## config.mk

```make
export PLATFORM = sky130hd
export DESIGN_NAME = mac_address_cam_table_flat
export DESIGN_NICKNAME = d
export VERILOG_FILES = /design/src/rtl/mac_address_cam_table_if.sv /design/src/rtl/mac_address_cam_table.sv /design/src/flat_wrapper.sv
export SDC_FILE = /design/constraint.sdc
export NUM_CORES = 2
export LEC_CHECK = 0
export ABC_CLOCK_PERIOD_IN_PS = 24600
export CORE_UTILIZATION = 65
export DETAILED_ROUTE_END_ITERATION = 10
export GPL_ROUTABILITY_DRIVEN = 0
export HOLD_SLACK_MARGIN = 0.06
export PLACE_DENSITY = 0.82
export SYNTH_ARGS = -nofsm -noshare
export SYNTH_HDL_FRONTEND = slang
export SYNTH_SLANG_ARGS = --single-unit
```

## constraint.sdc

```tcl
create_clock -name clock -period 24.6 [get_ports clock]
set_input_delay 4.92 -clock clock [delete_from_list [all_inputs] [get_ports clock]]
set_output_delay 4.92 -clock clock [all_outputs]
set_load 0.02 [all_outputs]
```

## src/rtl/mac_address_cam_table_if.sv

```systemverilog
// Request/response bundle between the switch orchestrator and the MAC learning table.
// Master side (orchestrator) drives lookup/learn/delete requests; slave side (table) returns results.
// Signals: match_valid, key, write_valid, write_port, delete_key -> table;
//          match_enable, no_match, match_index, entry_count, table_full <- table.
interface mac_address_cam_table_if #(
  parameter int NUMBER_OF_PORTS = 2,
  parameter int TABLE_DEPTH     = 32
);
  localparam int PW = (NUMBER_OF_PORTS > 2) ? $clog2(NUMBER_OF_PORTS) : 1;
  localparam int IW = $clog2(TABLE_DEPTH);

  logic          match_valid;
  logic [47:0]   key;
  logic          write_valid;
  logic [PW-1:0] write_port;
  logic          delete_key;
  logic          match_enable;
  logic          no_match;
  logic [PW-1:0] match_index;
  logic [IW:0]   entry_count;
  logic          table_full;

  modport master (
    output match_valid, key, write_valid, write_port, delete_key,
    input  match_enable, no_match, match_index, entry_count, table_full
  );

  modport slave (
    input  match_valid, key, write_valid, write_port, delete_key,
    output match_enable, no_match, match_index, entry_count, table_full
  );
endinterface

```

## src/rtl/mac_address_cam_table.sv

```systemverilog
// MAC learning CAM: parallel key compare for lookup/delete/learn, victim replacement, periodic aging.
// Latency: lookup result registered one cycle after match_valid; table updates visible next cycle.
// Backpressure: none, every request is accepted in the cycle it is presented.
// Ports: clock, reset_n (async, active-low), bus (slave side of mac_address_cam_table_if).
module mac_address_cam_table #(
  parameter int          NUMBER_OF_PORTS = 2,
  parameter int          TABLE_DEPTH     = 32,
  parameter logic [31:0] AGING_PERIOD    = 32'd1_000_000
) (
  input  logic                         clock,
  input  logic                         reset_n,
  mac_address_cam_table_if.slave       bus
);
  localparam int PW = (NUMBER_OF_PORTS > 2) ? $clog2(NUMBER_OF_PORTS) : 1;
  localparam int IW = $clog2(TABLE_DEPTH);

  logic [TABLE_DEPTH-1:0] valid_q, valid_d;
  logic [TABLE_DEPTH-1:0] hit_q, hit_d;
  logic [47:0]            mac_q  [TABLE_DEPTH];
  logic [47:0]            mac_d  [TABLE_DEPTH];
  logic [PW-1:0]          port_q [TABLE_DEPTH];
  logic [PW-1:0]          port_d [TABLE_DEPTH];
  logic [IW-1:0]          victim_q, victim_d;
  logic [31:0]            age_cnt_q, age_cnt_d;
  logic                   match_enable_q, match_enable_d;
  logic                   no_match_q, no_match_d;
  logic [PW-1:0]          match_index_q, match_index_d;
  logic [IW:0]            entry_count_q, entry_count_d;
  logic                   table_full_q, table_full_d;

  logic [TABLE_DEPTH-1:0] match_vec;
  logic [IW-1:0]          hit_idx;
  logic [IW-1:0]          free_idx;
  logic [IW-1:0]          wr_idx;
  logic                   present;
  logic                   full;
  logic                   write_ok;
  logic                   age_tick;

  // Lookup, delete and write share one key bus, so a single compare vector
  // (against pre-cycle contents) serves all three request types.
  always_comb begin
    match_vec = '0;
    hit_idx   = '0;
    free_idx  = '0;
    for (int i = 0; i < TABLE_DEPTH; i++) begin
      match_vec[i] = valid_q[i] && (mac_q[i] == bus.key);
      if (match_vec[i]) hit_idx = IW'(i);
    end
    // Scan downward so the lowest free index is the one that sticks.
    for (int i = TABLE_DEPTH - 1; i >= 0; i--) begin
      if (!valid_q[i]) free_idx = IW'(i);
    end
  end

  assign present  = |match_vec;
  assign full     = &valid_q;
  assign write_ok = bus.write_valid && ({{(32-PW){1'b0}}, bus.write_port} < NUMBER_OF_PORTS);
  assign wr_idx   = present ? hit_idx : (full ? victim_q : free_idx);
  assign age_tick = (age_cnt_q == AGING_PERIOD - 32'd1);

  always_comb begin
    logic [IW:0] cnt;
    valid_d   = valid_q;
    hit_d     = hit_q;
    mac_d     = mac_q;
    port_d    = port_q;
    victim_d  = victim_q;
    age_cnt_d = age_tick ? 32'd0 : age_cnt_q + 32'd1;

    // Aging first, so that a same-cycle refresh below can rescue the touched entry.
    if (age_tick) begin
      valid_d = valid_q & hit_q;
      hit_d   = '0;
    end
    if (bus.match_valid && present) begin
      valid_d[hit_idx] = 1'b1;
      hit_d[hit_idx]   = 1'b1;
    end
    if (bus.delete_key && present) begin
      valid_d[hit_idx] = 1'b0;
      hit_d[hit_idx]   = 1'b0;
    end
    // Write applies last: a delete+write of the same key leaves the entry valid.
    if (write_ok) begin
      valid_d[wr_idx] = 1'b1;
      hit_d[wr_idx]   = 1'b1;
      mac_d[wr_idx]   = bus.key;
      port_d[wr_idx]  = bus.write_port;
      if (!present && full) victim_d = victim_q + 1'b1;
    end

    cnt = '0;
    for (int i = 0; i < TABLE_DEPTH; i++) cnt = cnt + (IW+1)'(valid_d[i]);
    entry_count_d = cnt;
    table_full_d  = (cnt == (IW+1)'(TABLE_DEPTH));

    match_enable_d = bus.match_valid && present;
    no_match_d     = bus.match_valid && !present;
    match_index_d  = (bus.match_valid && present) ? port_q[hit_idx] : match_index_q;
  end

  always_ff @(posedge clock or negedge reset_n) begin
    if (!reset_n) begin
      valid_q        <= '0;
      hit_q          <= '0;
      mac_q          <= '{default: '0};
      port_q         <= '{default: '0};
      victim_q       <= '0;
      age_cnt_q      <= '0;
      match_enable_q <= 1'b0;
      no_match_q     <= 1'b0;
      match_index_q  <= '0;
      entry_count_q  <= '0;
      table_full_q   <= 1'b0;
    end else begin
      valid_q        <= valid_d;
      hit_q          <= hit_d;
      mac_q          <= mac_d;
      port_q         <= port_d;
      victim_q       <= victim_d;
      age_cnt_q      <= age_cnt_d;
      match_enable_q <= match_enable_d;
      no_match_q     <= no_match_d;
      match_index_q  <= match_index_d;
      entry_count_q  <= entry_count_d;
      table_full_q   <= table_full_d;
    end
  end

  assign bus.match_enable = match_enable_q;
  assign bus.no_match     = no_match_q;
  assign bus.match_index  = match_index_q;
  assign bus.entry_count  = entry_count_q;
  assign bus.table_full   = table_full_q;
endmodule

```

## src/flat_wrapper.sv

```systemverilog
// flat-port wrapper written by rule: the top's interface ports become plain ports
module mac_address_cam_table_flat 
#(
  parameter int          NUMBER_OF_PORTS = 2,
  parameter int          TABLE_DEPTH     = 32,
  parameter logic [31:0] AGING_PERIOD    = 32'd1_000_000
)
  (clock, reset_n, bus_match_valid, bus_key, bus_write_valid, bus_write_port, bus_delete_key, bus_match_enable, bus_no_match, bus_match_index, bus_entry_count, bus_table_full);
  mac_address_cam_table_if #(.NUMBER_OF_PORTS(NUMBER_OF_PORTS), .TABLE_DEPTH(TABLE_DEPTH)) bus_i ();
  input  logic clock;
  input  logic reset_n;
  input wire logic [$bits(bus_i.match_valid)-1:0] bus_match_valid;
  input wire logic [$bits(bus_i.key)-1:0] bus_key;
  input wire logic [$bits(bus_i.write_valid)-1:0] bus_write_valid;
  input wire logic [$bits(bus_i.write_port)-1:0] bus_write_port;
  input wire logic [$bits(bus_i.delete_key)-1:0] bus_delete_key;
  output wire logic [$bits(bus_i.match_enable)-1:0] bus_match_enable;
  output wire logic [$bits(bus_i.no_match)-1:0] bus_no_match;
  output wire logic [$bits(bus_i.match_index)-1:0] bus_match_index;
  output wire logic [$bits(bus_i.entry_count)-1:0] bus_entry_count;
  output wire logic [$bits(bus_i.table_full)-1:0] bus_table_full;
  assign bus_i.match_valid = bus_match_valid;
  assign bus_i.key = bus_key;
  assign bus_i.write_valid = bus_write_valid;
  assign bus_i.write_port = bus_write_port;
  assign bus_i.delete_key = bus_delete_key;
  assign bus_match_enable = bus_i.match_enable;
  assign bus_no_match = bus_i.no_match;
  assign bus_match_index = bus_i.match_index;
  assign bus_entry_count = bus_i.entry_count;
  assign bus_table_full = bus_i.table_full;
  mac_address_cam_table #(.NUMBER_OF_PORTS(NUMBER_OF_PORTS), .TABLE_DEPTH(TABLE_DEPTH), .AGING_PERIOD(AGING_PERIOD)) u_core (.clock(clock), .reset_n(reset_n), .bus(bus_i));
endmodule
```

== Yosys cells after proc, flatten, opt, wreduce, memory -nomap -nowiden ==
Cells that the tools add are included.

* Bits in read-only memories: 0
* Output and inout bits: 10
* Word-level logic and storage cells: 287
* Bits in latches: 0
* Memories kept: 0
* Register bits after elaboration: 1679
* Bits in writable memories: 0

* Shift operators: 0
* Reductions and logical operators: 43
* Multipliers: 0
* Multiplexer cells: 87
* $lt $le $gt $ge: 7
* Bitwise logic cells: 10
* Div/mod/pow operators: 0
* Add/subtract/negate cells: 33
* Eq/ne operators: 34

{| class="wikitable"
|+ Operators by type and width
! cell !! count
|-
| $bwmux W1536 || 1
|-
| $eq A48 B48 Y1 || 32
|-
| $mux W5 || 64
|-
| $mux W32 || 9
|-
| $demux W48 S5 || 1
|-
| $add A6 B1 Y6 || 30
|-
| $or A32 B32 Y32 || 4
|-
| $and A32 B32 Y32 || 3
|-
| $mux W48 || 1
|-
| $logic_and A1 B1 Y1 || 39
|-
| $add A32 B1 Y32 const B || 1
|-
| $bwmux W32 || 1
|-
| $eq A32 B20 Y1 const B || 1
|-
| $not A32 Y32 || 1
|-
| $reduce_and A32 Y1 || 1
|-
| $reduce_or A32 Y1 || 1
|-
| $demux W1 S5 || 3
|-
| $ge A6 B6 Y1 const B || 2
|-
| $lt A5 B6 Y1 const B || 2
|-
| $not A5 Y6 || 2
|-
| $ge A5 B1 Y1 const B || 2
|-
| $eq A6 B6 Y1 const B || 1
|-
| $lt A6 B1 Y1 const B || 1
|-
| $mux W1 || 6
|-
| other kinds (5) || 5
|}

== Longest topological paths before layout ==
* Depth in word-level cells: 75
* Gate-level depth with buffers: 37
* Depth with buffers taken out: 30

== Least setup slack after synthesis ==
Ideal clock, no wire load.

* Path type: input to register
* From: in bus_key[4]
* To: reg u_core.table_full_q (netlist: u_core.bus.table_full)
* Path buffers: 4
* Path slack: 11.679 ns
* Setup time: 0.100 ns
* Required time: 24.500 ns
* Arrival: 12.821 ns
* Stages: 33
* Path through: buf_4 -> xor2_1 -> a2111o_1 -> or4_1 -> or3_1 -> o2111a_1 -> o221ai_1 -> a21oi_1 -> o21ai_1 -> a311o_2 -> a21oi_4 -> or2_0 -> buf_4 -> nor3_4 -> and2_1 -> buf_4 -> buf_4 -> o21bai_1 -> ha_1 -> inv_1 -> fa_1 -> fa_1 -> fa_1 -> fa_1 -> fa_1 -> inv_1 -> fa_1 -> fa_1 -> inv_1 -> fa_1 -> inv_1 -> nor3_1 -> nor4bb_1

* Word-level cells in the longest chain between the ends: 75
* Elaborated cells on any way between the ends: 148
* Classes of those cells: add/sub (31); order compare (4); eq/ne (33); mux (39); bitwise (4); reduce/logical (37)

{| class="wikitable"
|+ RTL lines
! item !! line !! source
|-
| start, declared || flat_wrapper.sv:13 || <nowiki>input wire logic [$bits(bus_i.key)-1:0] bus_key;</nowiki>
|-
| $eq A48 B48 Y1 || mac_address_cam_table.sv:47 || <nowiki>match_vec[i] = valid_q[i] && (mac_q[i] == bus.key);</nowiki>
|-
| $logic_and A1 B1 Y1 || mac_address_cam_table.sv:47 ||
|-
| $mux W1 || mac_address_cam_table.sv:48 || <nowiki>if (match_vec[i]) hit_idx = IW'(i);</nowiki>
|-
| $mux W5 (30 in a row) || mac_address_cam_table.sv:48 ||
|-
| $lt A5 B6 Y1 (implied by the code) / $ge A5 B1 Y1 (equally long branches) || mac_address_cam_table.sv:77, mac_address_cam_table.sv:81 ||
|-
| $logic_and A1 B1 Y1 (implied by the code) || mac_address_cam_table.sv:77, mac_address_cam_table.sv:81 ||
|-
| $mux W1 (implied by the code) || mac_address_cam_table.sv:77, mac_address_cam_table.sv:81 ||
|-
| $demux W1 S5 || n/a ||
|-
| [4 not listed] || n/a ||
|-
| $or A32 B32 Y32 (no source line) || n/a ||
|-
| $mux W32 (*) || mac_address_cam_table.sv:85 || <nowiki>if (write_ok) begin</nowiki>
|-
| named net u_core.valid_d[0] || mac_address_cam_table.sv:17 || <nowiki>logic [TABLE_DEPTH-1:0] valid_q, valid_d;</nowiki>
|-
| $add A1 B1 Y2 (*) || mac_address_cam_table.sv:94 || <nowiki>for (int i = 0; i < TABLE_DEPTH; i++) cnt = cnt + (IW+1)'(valid_d[i]);</nowiki>
|-
| $add A6 B1 Y6 (*) (30 in a row) || mac_address_cam_table.sv:94 ||
|-
| named net u_core.entry_count_d[1] || mac_address_cam_table.sv:28 || <nowiki>logic [IW:0] entry_count_q, entry_count_d;</nowiki>
|-
| $eq A6 B6 Y1 (*) || mac_address_cam_table.sv:96 || <nowiki>table_full_d = (cnt == (IW+1)'(TABLE_DEPTH));</nowiki>
|-
| named net u_core.table_full_d || mac_address_cam_table.sv:29 || <nowiki>logic table_full_q, table_full_d;</nowiki>
|-
| end signal, assigned || mac_address_cam_table.sv:127 || <nowiki>table_full_q <= table_full_d;</nowiki>
|-
| end, declared || mac_address_cam_table.sv:29 ||
|}

Mark *: on every way through the listed nets, which the timed path passes. The rest lies on a longest branch.
A chain may end at the register's enable or synchronous reset.

== Worst setup path after layout ==
* From: in bus_key[9]
* To: reg u_core.table_full_q (netlist: u_core.bus.table_full)

* Word-level cells in the longest chain between the ends: 75
* Elaborated cells on any way between the ends: 148
* Classes of those cells: add/sub (31); order compare (4); eq/ne (33); mux (39); bitwise (4); reduce/logical (37)

{| class="wikitable"
|+ RTL lines
! item !! line
|-
| $eq A48 B48 Y1 || mac_address_cam_table.sv:47
|-
| $logic_and A1 B1 Y1 || mac_address_cam_table.sv:47
|-
| $mux W1 || mac_address_cam_table.sv:48
|-
| $mux W5 (30 in a row) || mac_address_cam_table.sv:48
|-
| $lt A5 B6 Y1 (implied by the code) / $ge A5 B1 Y1 (equally long branches) || mac_address_cam_table.sv:77, mac_address_cam_table.sv:81
|-
| $logic_and A1 B1 Y1 (implied by the code) || mac_address_cam_table.sv:77, mac_address_cam_table.sv:81
|-
| $mux W1 (implied by the code) || mac_address_cam_table.sv:77, mac_address_cam_table.sv:81
|-
| $demux W1 S5 || n/a
|-
| [4 not listed] || n/a
|-
| $or A32 B32 Y32 (no source line) || n/a
|-
| $mux W32 (*) || mac_address_cam_table.sv:85
|-
| $add A1 B1 Y2 || mac_address_cam_table.sv:94
|-
| $add A6 B1 Y6 (29 in a row) || mac_address_cam_table.sv:94
|-
| $add A6 B1 Y6 (*) || mac_address_cam_table.sv:94
|-
| named net u_core.entry_count_d[2] || mac_address_cam_table.sv:28
|-
| $eq A6 B6 Y1 (*) || mac_address_cam_table.sv:96
|-
| named net u_core.table_full_d || mac_address_cam_table.sv:29
|}

Marks and branches as above.

==> reports/qor.csv <==
metric,value,unit
VDD IR-drop max,0.0000855,V
Synth area leader,dfrtp_1,
# setup viols final,0,
Die Ht,363,microns
cts hold-fix bufs,0,
Finished Core Util,0.709,
post-DR wirelength/cell,28.6,microns
Post-CTS Setup Inserts,0,
clock transition at the registers of the reported paths,50,ps
Die Wd,363,microns
core area,129000,sq um
Synth Flop Type,dfrtp_1,
cts bufs inserted,173,
max cap viols,0,
layout cells sized above 1,0.257,
final hold violations,0,
DR vias/cell,6.57,
DRC Markers,0,
Final Max Tran Viols,0,
dpl ws,8790,ps
count of input and output buffers,63,
status,completed,
Mapped Avg Cell Area,12.4,sq um
Max Buffers Root-to-Sink,3,
"Data required, critical path",25280,ps
die area,132000,sq um
"Min Clock Period, post-route",15400,ps
"FFs w/ async S/R, synth",1.00,
Filler Cells Inserted,8767,
hpwl dp,152000,microns
DR vias,56209,
DRT antenna net count,0,
RSZ-0062 raised after global routing,false,
register area,42000,sq um
CTS tree,done,
crit-path max FO,52,
top-area cell type share of the netlist area,0.495,
post-synth cell types,90,
"top cells by area, synth","dfrtp_1 49%, mux2_2 16%, xnor2_1 9.0%",
Resize count post-CTS,0,
largest net degree at the start of global routing,175,
Mapped Area,84900,sq um
CP most frequent cell,fa_1,
Slowest cell on crit path,nor4_1,
critical path arrival,16090,ps
post-synthesis sequential area ratio,0.495,
f_max,64.9,MHz
Final Cycle Share,0.626,
Leak,40.9,nW
CP peak stage delay,1000,ps
initial antenna violation count,21,
cell area after placement,85800,sq um
Overall Global Routing Usage,0.375,
Mapped Cells,6851,
power per cell area,116,nW/um^2
design area,91800,sq um
Syn Nets,6939,
yosys warns,0,
final setup margin,9200,ps
Rel. slew slack,0.163,
Seq cells post-synth,1679,
critical path type,input pin to flip-flop,
area grow syn2layout,8.06,%
crit path launch type,input pin,
worst hold-check path type,flip-flop to flip-flop,
nature of the critical path endpoint,flip-flop,
first-pass GRT wire length,366000,microns
Finished Layout Cells,8553,
R2R Setup Slk,14190,ps
initial detailed-routing violation count,6376,
area of the multi-input gates,39600,sq um
Post-Route WL,245000,microns
initial core utilization,0.656,
actual slew at the worst max-slew pin,1240,ps
vias in the first global route,56956,
CTS root buf,clkbuf_16,
clk_lat worst skew,820,ps
Sink Count,1679,
Post-synth EDFFs,0,
num ports,64,
# H-tree levels,4,
first-pass detailed-route iteration total,7,
final net count,6756,
Worst Skew,54.6,ps
placed insts,8235,
GRT Residual Overflow,0,
FP Rows,132,
setup TNS,0,ps
-- cell type report --
type,count,share of cell area
well taps,1742,0.0238
clock buffers,262,0.0573
repair buffers,180,0.0159
clock inverters,50,0.00723
flip-flops and latches,1679,0.458
multi-input cells,4468,0.431
diodes,6,0.000164
inverters,166,0.00679
-- where the power goes --
| part | leakage, nW | internal, W | switching (W) |
|---|---|---|---|
| Combinational | 16.5 | 0.00174 | 0.00148 |
| Clock | 2.92 | 0.00159 | 0.00113 |
| Sequential | 21.5 | 0.00389 | 0.000789 |
-- worst paths after layout --
path                                                 from                         endpoint  cells after the start
max                                            bus_key[9]  u_core.bus.table_full$_DFF_PN0_                     29
min                        u_core.age_cnt_q[18]$_DFF_PN0_   u_core.age_cnt_q[18]$_DFF_PN0_                      1
max reg2reg                  u_core.mac_q[73]$_DFFE_PN0P_  u_core.bus.table_full$_DFF_PN0_                     27
min reg2reg                u_core.age_cnt_q[18]$_DFF_PN0_   u_core.age_cnt_q[18]$_DFF_PN0_                      1
max in group asynchronous                         reset_n    u_core.mac_q[228]$_DFFE_PN0P_                      5
min in group asynchronous                         reset_n   u_core.age_cnt_q[24]$_DFF_PN0_                      1
-- layout by cell type (no fill, tap or decap), types with 35 or more instances in the layout --
cell,n
mux2i_1,63
o21ai_0,149
nand4_1,251
nand2_1,130
clkbuf_8,49
nand3_1,60
mux2_2,1217
o22ai_1,55
dfrtp_1,1679
nor2_1,100
inv_1,163
xnor2_1,877
clkbuf_1,35
mux2_1,286
nor4_1,187
nand2b_1,59
nor3_1,37
xor2_1,549
clkbuf_16,178
buf_4,161
-- through the flow --
stage	total power [W]	hold WS, ps
finish	0.0106	476
global route	0.0111	501
CTS	0.0106	480
detailed placement	0.00785	467
global placement	0.00765	468
floorplan	0.00704	446
-- state kept, by name, indices dropped and copies added, names as in the netlist --
signal and cells:
u_core.mac_q 1536, u_core.age_cnt_q 32, u_core.hit_q 32, u_core.port_q 32, u_core.valid_q 32, u_core.bus.entry_count 6
u_core.victim_q 5, u_core.bus.match_enable 1, u_core.bus.match_index 1, u_core.bus.no_match 1, u_core.bus.table_full 1
-- worst max-delay path, delay by kind of cell --
family          cells  cell delay (ps)
simple gates       10             3720
fa+ha+maj           8             3670
compound gates      3             1150
xor+xnor            2              340
buf+inv             6             2160
-- routing by layer --
metal,GRT usage,wire length [microns],vias up
met2,0.567,109000,2955
met5,0,73,-
met4,0.186,13700,12
met3,0.0918,25200,779
met1,0.506,96300,29098
li1,-,-,23365
-- kinds of logic (layout without fill, tap and decap cells) --
family,count (synthesis),in the layout,share of synthesized area
adder cells (fa/ha/maj),34,34,0.00713
AND/OR/NAND/NOR,1000,1000,0.0692
multiplexers,1566,1566,0.207
XOR/XNOR,1426,1426,0.147
AO/OA/AOI/OAI,442,442,0.0349
other,0,6,0
buffers and inverters,704,658,0.0402
flip-flops,1679,1679,0.495
-- cell usage after synthesis, types with 14 or more instances --
cell          n
nor3_1       37
mux2_1      286
buf_4        80
o21ai_0     149
and2_1       32
buf_6        17
dfrtp_1    1679
clkbuf_1    175
nor2b_1      17
nor4_1      189
or2_2        28
a21boi_0     19
xor2_1      549
a21oi_1      33
nand3_1      60
buf_2       265
o22ai_1      55
nand2_1     130
nand2b_1     59
o21a_1       27
mux2i_1      63
xnor2_1     877
o211ai_1     16
nand4_1     251
fa_1         24
o221ai_1     27
o2111ai_1    14
inv_1       163
nor2_1      100
mux2_2     1217
Power figures use the tool's default switching activity.
